==> src/rtl/count_tracker.sv <==
// count_tracker: follows a loadable modulo counter sample by sample, predicts
// each next value, and reports lock, mismatches and verified wraps to 0.
// Counts above MOD_MAX (possible on a 4-bit bus) are treated like MOD_MAX and
// predict 0.
module count_tracker #(
  parameter int MOD_MAX   = 13,
  parameter int ERR_LIMIT = 3,
  parameter int WRAP_W    = 8
) (
  input  logic              clk,
  input  logic              rst,
  input  logic [3:0]        cnt_in,
  input  logic              load_in,
  input  logic              clr,
  output logic              locked,
  output logic [3:0]        expected,
  output logic              mismatch,
  output logic              wrap_pulse,
  output logic [WRAP_W-1:0] wrap_count,
  output logic [7:0]        err_count
);

  typedef enum logic [1:0] {IDLE, ACQ, CHECK} state_t;

  state_t     state;
  logic [3:0] prev_v;
  logic       prev_l;
  logic [3:0] miss_cnt;

  // Next-count prediction; anything at or beyond the modulus returns to 0.
  function automatic logic [3:0] pred(input logic [3:0] v);
    if (int'(v) >= MOD_MAX) return 4'd0;
    return v + 4'd1;
  endfunction

  logic cmp_en;    // a comparison happens on this edge
  logic match;     // sampled value equals prediction
  logic at_top;    // previous sample sits at or above the modulus
  logic miss_hit;  // mismatch that counts (only while locked)
  logic wrap_hit;  // verified wrap to 0
  logic drop;      // consecutive-miss limit reached

  assign cmp_en   = (state != IDLE) && !prev_l;
  assign match    = (cnt_in == pred(prev_v));
  assign at_top   = (int'(prev_v) >= MOD_MAX);
  assign miss_hit = cmp_en && (state == CHECK) && !match;
  assign wrap_hit = cmp_en && (state == CHECK) && match && at_top;
  assign drop     = miss_hit && (miss_cnt == 4'(ERR_LIMIT - 1));

  // Sample registers and the prediction output; re-seeded every edge, which
  // is also what a load needs.
  always_ff @(posedge clk or posedge rst) begin
    if (rst) begin
      prev_v   <= 4'd0;
      prev_l   <= 1'b0;
      expected <= 4'd0;
    end else begin
      prev_v   <= cnt_in;
      prev_l   <= load_in;
      expected <= pred(cnt_in);
    end
  end

  // Tracking FSM with registered lock flag and miss counter.
  always_ff @(posedge clk or posedge rst) begin
    if (rst) begin
      state    <= IDLE;
      locked   <= 1'b0;
      miss_cnt <= 4'd0;
    end else begin
      case (state)
        IDLE: state <= ACQ;
        ACQ: begin
          if (cmp_en && match) begin
            state  <= CHECK;
            locked <= 1'b1;
          end
        end
        CHECK: begin
          if (cmp_en) begin
            if (match) begin
              miss_cnt <= 4'd0;
            end else if (drop) begin
              state    <= ACQ;
              locked   <= 1'b0;
              miss_cnt <= 4'd0;
            end else begin
              miss_cnt <= miss_cnt + 4'd1;
            end
          end
        end
        default: begin
          state  <= IDLE;
          locked <= 1'b0;
        end
      endcase
    end
  end

  // Event pulses for the comparison made on this edge.
  always_ff @(posedge clk or posedge rst) begin
    if (rst) begin
      mismatch   <= 1'b0;
      wrap_pulse <= 1'b0;
    end else begin
      mismatch   <= miss_hit;
      wrap_pulse <= wrap_hit;
    end
  end

  // Statistics; clr wins over a same-edge increment.
  always_ff @(posedge clk or posedge rst) begin
    if (rst) begin
      wrap_count <= '0;
      err_count  <= 8'd0;
    end else if (clr) begin
      wrap_count <= '0;
      err_count  <= 8'd0;
    end else begin
      if (wrap_hit)
        wrap_count <= wrap_count + WRAP_W'(1);
      if (miss_hit && (err_count != 8'hFF))
        err_count <= err_count + 8'd1;
    end
  end

endmodule
==> config.mk <==
export PLATFORM = sky130hd
export DESIGN_NAME = count_tracker
export DESIGN_NICKNAME = d
export VERILOG_FILES = /design/src/rtl/count_tracker.sv
export SDC_FILE = /design/constraint.sdc
export NUM_CORES = 1
export LEC_CHECK = 0
export CORE_AREA = 2 2 60 62
export DETAILED_ROUTE_END_ITERATION = 10
export DIE_AREA = 0 0 62 64
export GPL_ROUTABILITY_DRIVEN = 0
export GPL_TIMING_DRIVEN = 1
export PLACE_DENSITY_LB_ADDON = 0.25
export SYNTH_ARGS = -nofsm -noshare
export SYNTH_HDL_FRONTEND = slang
export SYNTH_SLANG_ARGS = --single-unit
export TNS_END_PERCENT = 100
==> constraint.sdc <==
create_clock -name clk -period 3.4 [get_ports clk]
set_clock_uncertainty 0.15 [all_clocks]
set_input_delay 1.02 -clock clk [delete_from_list [all_inputs] [get_ports clk]]
set_output_delay 1.02 -clock clk [all_outputs]
set_load 0.01 [all_outputs]
; Yosys cells after proc, flatten, opt, wreduce, memory -nomap -nowiden
; Index checks and enable logic that the tools add are counted.
[op_classes]
add_sub_neg = 5
multipliers = 0
div_mod_pow = 0
order_cmp = 2
eq_ne = 9
shift = 0
mux = 22
bitwise_logic = 1
n_reduce_logical = 17
[ops]
columns = cell, n
row1 = $mux 8, 4
row2 = $mux 4, 6
row3 = $add 8x1->8 const B, 2
row4 = $add 4x1->4 const B, 3
row5 = $ge 4x4->1 const B, 2
row6 = $logic_and 1x1->1, 8
row7 = $mux 2, 4
row8 = $ne 2x2->1 const B, 4
row9 = $ne 8x8->1 const B, 1
row10 = $mux 1, 6
row11 = $pmux 2 s3, 1
row12 = $reduce_bool 2->1, 3
row13 = $reduce_and 5->1, 1
row14 = $eq 4x2->1 const B, 1
row15 = $eq 4x4->1, 1
row16 = $reduce_and 4->1, 1
row17 = $pmux 1 s3, 1
row18 = $eq 2x1->1 const B, 1
row19 = $eq 2x2->1 const B, 1
row20 = $logic_not 1->1, 2
row21 = $logic_not 2->1, 1
row22 = $reduce_and 2->1, 1
row23 = $not 1->1, 1
[word_totals]
ff_bits = 34
latchBits = 0
ram_bits = 0
mem_bits_ro = 0
in_bits = 8
out_inout_bits = 23
elab_cells = 66
memories = 0

; Depth between registers and ports, before layout
[depth]
depth_word = 11
ltp_mapped = 10
depth_no_buf = 9

; Least setup slack after synthesis
; OpenSTA, ideal clock, no wires.
[synth_path]
path_kind = input port to flip-flop
start = input port cnt_in[2]
end = register wrap_count[5]
setup_ps = 77
arrival_time_ps = 2201
required_time_ps = 3173
path_slack_ps = 972
cell_stages = 5
path_buffers = 0
cell_sequence = xnor2_1 -> nor3_2 -> nand3_4 -> or4_1 -> a21oi_1
[synth_between]
elab_chain_len = 4
[synth_rtl]
columns = element, line
row1 = "start, declared", 12  ; input logic [3:0] cnt_in,
row2 = $eq 4x4->1, 44  ; assign match = (cnt_in == pred(prev_v));
row3 = $logic_and 1x1->1 (2 in series), 47  ; assign wrap_hit = cmp_en && (state == CHECK) && match && at_top;
row4 = $reduce_bool 2->1 (no source line), -
row5 = "end signal, assigned", 121  ; wrap_count <= wrap_count + WRAP_W'(1);
row6 = "end, declared", 19  ; output logic [WRAP_W-1:0] wrap_count,
; Every way passes these cells.
; A chain may end at the register's enable or synchronous reset.

; Worst setup path in the final report
[layout_path]
start = input port cnt_in[0]
end = register err_count[7]
[layout_between]
elab_chain_len = 5
[layout_rtl]
columns = element, line
row1 = $eq 4x4->1, 44
row2 = $logic_not 1->1, 46  ; assign miss_hit = cmp_en && (state == CHECK) && !match;
row3 = $logic_and 1x1->1, 46
row4 = $logic_and 1x1->1, 122  ; if (miss_hit && (err_count != 8'hFF))
row5 = $reduce_bool 2->1 (no source line), -
row6 = "end signal, assigned", 123  ; err_count <= err_count + 8'd1;
row7 = "end, declared", 20  ; output logic [7:0] err_count
; Every way passes these cells.

==> impl_metrics.prom <==
# TYPE chip_impl_metric gauge
chip_impl_metric{name="layout-drive-gt1-share",unit="%"} 7.009
chip_impl_metric{name="post_synth.cell_area_avg",unit="µm²"} 10.00
chip_impl_metric{name="fp.coreArea",unit="µm²"} 3284
chip_impl_metric{name="cts.repair.resized",unit=""} 0
chip_impl_metric{name="synthesis.nets",unit=""} 196
chip_impl_metric{name="detail_route.wl_per_cell",unit="µm"} 14.34
chip_impl_metric{name="holdPathStages",unit=""} 1
chip_impl_metric{name="clock_net_sink_count",unit=""} 34
chip_impl_metric{name="timing.final.ws_setup",unit="ns"} 0.6196
chip_impl_metric{name="place_inst",unit=""} 253
chip_impl_metric{name="synth_edf_count",unit=""} 0
chip_impl_info{name="timing.rr.start",value="prev_v[1]$_DFF_PP0_"} 1
chip_impl_metric{name="placement.setup.worst_slack",unit="ns"} 0.2363
chip_impl_metric{name="worst_slew_margin_rel",unit="%"} 59.43
chip_impl_info{name="rsz0062_at_grt",value="no"} 1
chip_impl_metric{name="max_clock_freq",unit="MHz"} 359.7
chip_impl_metric{name="dr_total_vias",unit=""} 1436
chip_impl_metric{name="seq_area_frac_synth",unit="%"} 47.79
chip_impl_metric{name="max_cap_viol_count",unit=""} 0
chip_impl_metric{name="ys.warnings.count",unit=""} 0
chip_impl_metric{name="layout.core_utilization",unit="%"} 66.59
chip_impl_info{name="worst_setup_path_endpoint",value="err_count[7]$_DFFE_PP0P_"} 1
chip_impl_metric{name="reg2reg_setup_slack",unit="ns"} 0.86
chip_impl_metric{name="post_synth_instance_area",unit="µm²"} 1780
chip_impl_metric{name="port_buffers",unit=""} 30
chip_impl_metric{name="period_share",unit="%"} 81.78
chip_impl_info{name="clock_tree.root_cell",value="sky130_fd_sc_hd__clkbuf_4"} 1
chip_impl_metric{name="synthCells",unit=""} 178
chip_impl_metric{name="grt_start_max_net_pins",unit=""} 35
chip_impl_metric{name="timing.final.setup_violations",unit=""} 0
chip_impl_metric{name="design_area",unit="µm²"} 2187
chip_impl_metric{name="tightest_pin_transition",unit="ns"} 0.6066
chip_impl_metric{name="power_per_cell_area",unit="nW/µm²"} 374.8
chip_impl_metric{name="grt_antenna_before_repair",unit=""} 0
chip_impl_metric{name="cp.arrival",unit="ns"} 2.85
chip_impl_info{name="startpoint_type",value="input port"} 1
chip_impl_metric{name="final_net_count",unit=""} 232
chip_impl_info{name="yosys_most_used_dff",value="sky130_fd_sc_hd__dfrtp_1"} 1
chip_impl_info{name="r2r_end",value="err_count[7]$_DFFE_PP0P_"} 1
chip_impl_metric{name="design.die.area",unit="µm²"} 3968
chip_impl_metric{name="totalWireLength",unit="µm"} 3728
chip_impl_metric{name="async_reset_ff_share",unit="%"} 100.0
chip_impl_info{name="worstHoldPathType",value="reg -> reg"} 1
chip_impl_metric{name="placedInstanceArea",unit="µm²"} 2142
chip_impl_info{name="crit_start",value="cnt_in[0]"} 1
chip_impl_info{name="run_status",value="finished, final reports clean"} 1
chip_impl_metric{name="critical_path_required",unit="ns"} 3.47
chip_impl_metric{name="drt_iter0_markers",unit=""} 64
chip_impl_metric{name="hold_viol",unit=""} 0
chip_impl_info{name="netlist_top_cells_area",value="sky130_fd_sc_hd__dfrtp_1, sky130_fd_sc_hd__ha_1, sky130_fd_sc_hd__xnor2_1, sky130_fd_sc_hd__a21oi_1, sky130_fd_sc_hd__o21ai_0"} 1
chip_impl_metric{name="worst_r2r_path_depth",unit=""} 10
chip_impl_metric{name="timing.final.max_slew_violations",unit=""} 0
chip_impl_metric{name="floorplan.die.width",unit="µm"} 62
chip_impl_info{name="critPathCaptureType",value="flop"} 1
chip_impl_metric{name="antenna_cells",unit=""} 0
chip_impl_metric{name="first_pass_drt_iterations",unit=""} 4
chip_impl_metric{name="grt_pass1_wl",unit="µm"} 6624
chip_impl_metric{name="cts_hold_buf",unit=""} 0
chip_impl_metric{name="post_synth_num_cell_types",unit=""} 40
chip_impl_metric{name="dp_hpwl",unit="µm"} 2779
chip_impl_metric{name="clock_transition_at_the_register_clock_pins_on_the_worst_setup_and_hold_paths_after_cts",unit="ns"} 0.10
chip_impl_metric{name="area_growth_syn_to_layout",unit="%"} 22.84
chip_impl_metric{name="die_h",unit="µm"} 64
chip_impl_metric{name="leakage",unit="nW"} 0.9173
chip_impl_metric{name="grt_overflow",unit=""} 0
chip_impl_info{name="yosysTopAreaCell",value="sky130_fd_sc_hd__dfrtp_1"} 1
chip_impl_metric{name="detail_route.drc_violations",unit=""} 0
chip_impl_metric{name="fin_cells",unit=""} 260
chip_impl_metric{name="synthDominantCellAreaShare",unit="%"} 47.79
chip_impl_info{name="cts_tree",value="yes"} 1
chip_impl_metric{name="postCtsSetupBuffers",unit=""} 0
chip_impl_metric{name="start_util",unit="%"} 54.21
chip_impl_metric{name="critical_path_peak_fanout",unit=""} 11
chip_impl_metric{name="h-tree-depth",unit=""} 2
chip_impl_metric{name="clock_latency",unit="ns"} 0.35
chip_impl_metric{name="vias_per_cell",unit=""} 5.523
chip_impl_metric{name="clockBufferDepth",unit=""} 2
chip_impl_metric{name="power.ir.vdd_worst",unit="V"} 0.0002337
chip_impl_metric{name="i_o_pin_total",unit=""} 31
chip_impl_metric{name="synth-seq-cells",unit=""} 34
chip_impl_metric{name="cts_inserted_buffers",unit=""} 5
chip_impl_metric{name="via_count_of_the_first_global_routing_pass",unit=""} 1485
chip_impl_metric{name="total_number_of_placement_rows",unit=""} 21
chip_impl_metric{name="fin_setup_tns",unit="ns"} 0
chip_impl_info{name="timing.setup.critical_path_class",value="in -> reg"} 1
chip_impl_metric{name="grt_util_all_layers",unit="%"} 22.79
chip_impl_metric{name="postRouteAntennaNets",unit=""} 0
chip_impl_metric{name="post-route-min-period",unit="ns"} 2.780
## routing by layer
metal,vias to the layer above,track usage [%],wire length [µm]
li1,697,-,-
met1,690,27.33,1487
met2,41,36.20,1970
met3,8,6.680,182
met4,0,11.17,88
met5,-,0,0
## critical path, cell delays in order
cell,delay (ns)
sky130_fd_sc_hd__clkdlybuf4s50_1,0.61
sky130_fd_sc_hd__xnor2_1,0.17
sky130_fd_sc_hd__nor3_2,0.09
sky130_fd_sc_hd__buf_4,0.17
sky130_fd_sc_hd__a2111oi_0,0.55
sky130_fd_sc_hd__xnor2_1,0.18
sky130_fd_sc_hd__nor2_1,0.06
## synth_stat cells, types with 2 or more instances
master and instances:
sky130_fd_sc_hd__nand4_1 5, sky130_fd_sc_hd__o21ai_0 11, sky130_fd_sc_hd__o21ai_1 2, sky130_fd_sc_hd__dfrtp_1 34, sky130_fd_sc_hd__xor2_1 3, sky130_fd_sc_hd__a211oi_1 3, sky130_fd_sc_hd__a31oi_1 2, sky130_fd_sc_hd__o31ai_1 3
sky130_fd_sc_hd__o41ai_1 2, sky130_fd_sc_hd__nand2_1 10, sky130_fd_sc_hd__or4_1 3, sky130_fd_sc_hd__buf_2 3, sky130_fd_sc_hd__a2111oi_0 2, sky130_fd_sc_hd__nand3_1 10, sky130_fd_sc_hd__and3_1 2, sky130_fd_sc_hd__nor2b_1 2
sky130_fd_sc_hd__ha_1 10, sky130_fd_sc_hd__xnor2_1 11, sky130_fd_sc_hd__inv_1 13, sky130_fd_sc_hd__nand2b_1 2, sky130_fd_sc_hd__a21oi_1 14, sky130_fd_sc_hd__nor2_1 13
## power by group
| part | total [mW] | internal, mW | switching (mW) |
|---|---|---|---|
| sequential | 0.464 | 0.437 | 0.0270 |
| clock | 0.206 | 0.0778 | 0.128 |
| combinational | 0.150 | 0.0713 | 0.0791 |
| total | 0.820 | 0.586 | 0.234 |
## placed cells by master, fill, tap and decap left out, drive strengths merged, types with 2 or more instances in the layout
cell type,n
and2,2
clkbuf,7
nor2,13
xnor2,11
inv,13
o31ai,3
clkdlybuf4s50,30
or4,3
nand3,11
nand4,5
o41ai,2
a21oi,14
a2111oi,2
xor2,3
a31oi,2
nor3,3
ha,10
nand2,11
buf,3
o21ai,13
nor2b,3
and3,2
dfrtp,34
a211oi,3
nand2b,3
## layout make-up
type,instances,area (µm²)
clock buffers,7,45.04
repair buffers,33,322.8
flip-flops and latches,34,850.8
multi-input cells,127,862.1
well taps,46,57.56
fillers,274,1097
inverters,13,48.80
## worst min path at each step
stage / start / to / slack, ns
after floorplan: miss_cnt[2]$_DFFE_PP0N_ / miss_cnt[2]$_DFFE_PP0N_ / 0.31
after global placement: miss_cnt[2]$_DFFE_PP0N_ / miss_cnt[2]$_DFFE_PP0N_ / 0.33
after detailed placement: miss_cnt[2]$_DFFE_PP0N_ / miss_cnt[2]$_DFFE_PP0N_ / 0.34
after CTS: miss_cnt[2]$_DFFE_PP0N_ / miss_cnt[2]$_DFFE_PP0N_ / 0.35
after global routing: miss_cnt[2]$_DFFE_PP0N_ / miss_cnt[2]$_DFFE_PP0N_ / 0.39
final: miss_cnt[2]$_DFFE_PP0N_ / miss_cnt[2]$_DFFE_PP0N_ / 0.35
## registers in the layout, indices dropped and copies added, names as in the netlist
signal	cells
prev_l	1
miss_cnt	4
err_count	8
expected	4
prev_v	4
mismatch	1
wrap_count	8
state	2
wrap_pulse	1
locked	1
## cell families (layout without fill, tap and decap cells)
logic type	after synthesis	after routing	synth area share (%)
and+or+nand+nor	59	59	19.26
AOI/OAI and AO/OA	44	44	15.25
DFF	34	34	47.79
buffers and inverters	17	53	3.795
xor gates and xnor gates	14	14	6.887
adders and majority gates	10	10	7.027
## stage by stage
stage | total power [mW] | hold slack [ns]
4_1_cts | 0.8278 | 0.3489
3_3_place_gp | 0.6154 | 0.3347
2_1_floorplan | 0.5617 | 0.3133
5_1_grt | 0.8761 | 0.3888
3_5_place_dp | 0.6220 | 0.3360
6_report | 0.8198 | 0.3506
(Power assumes the default switching activity.)
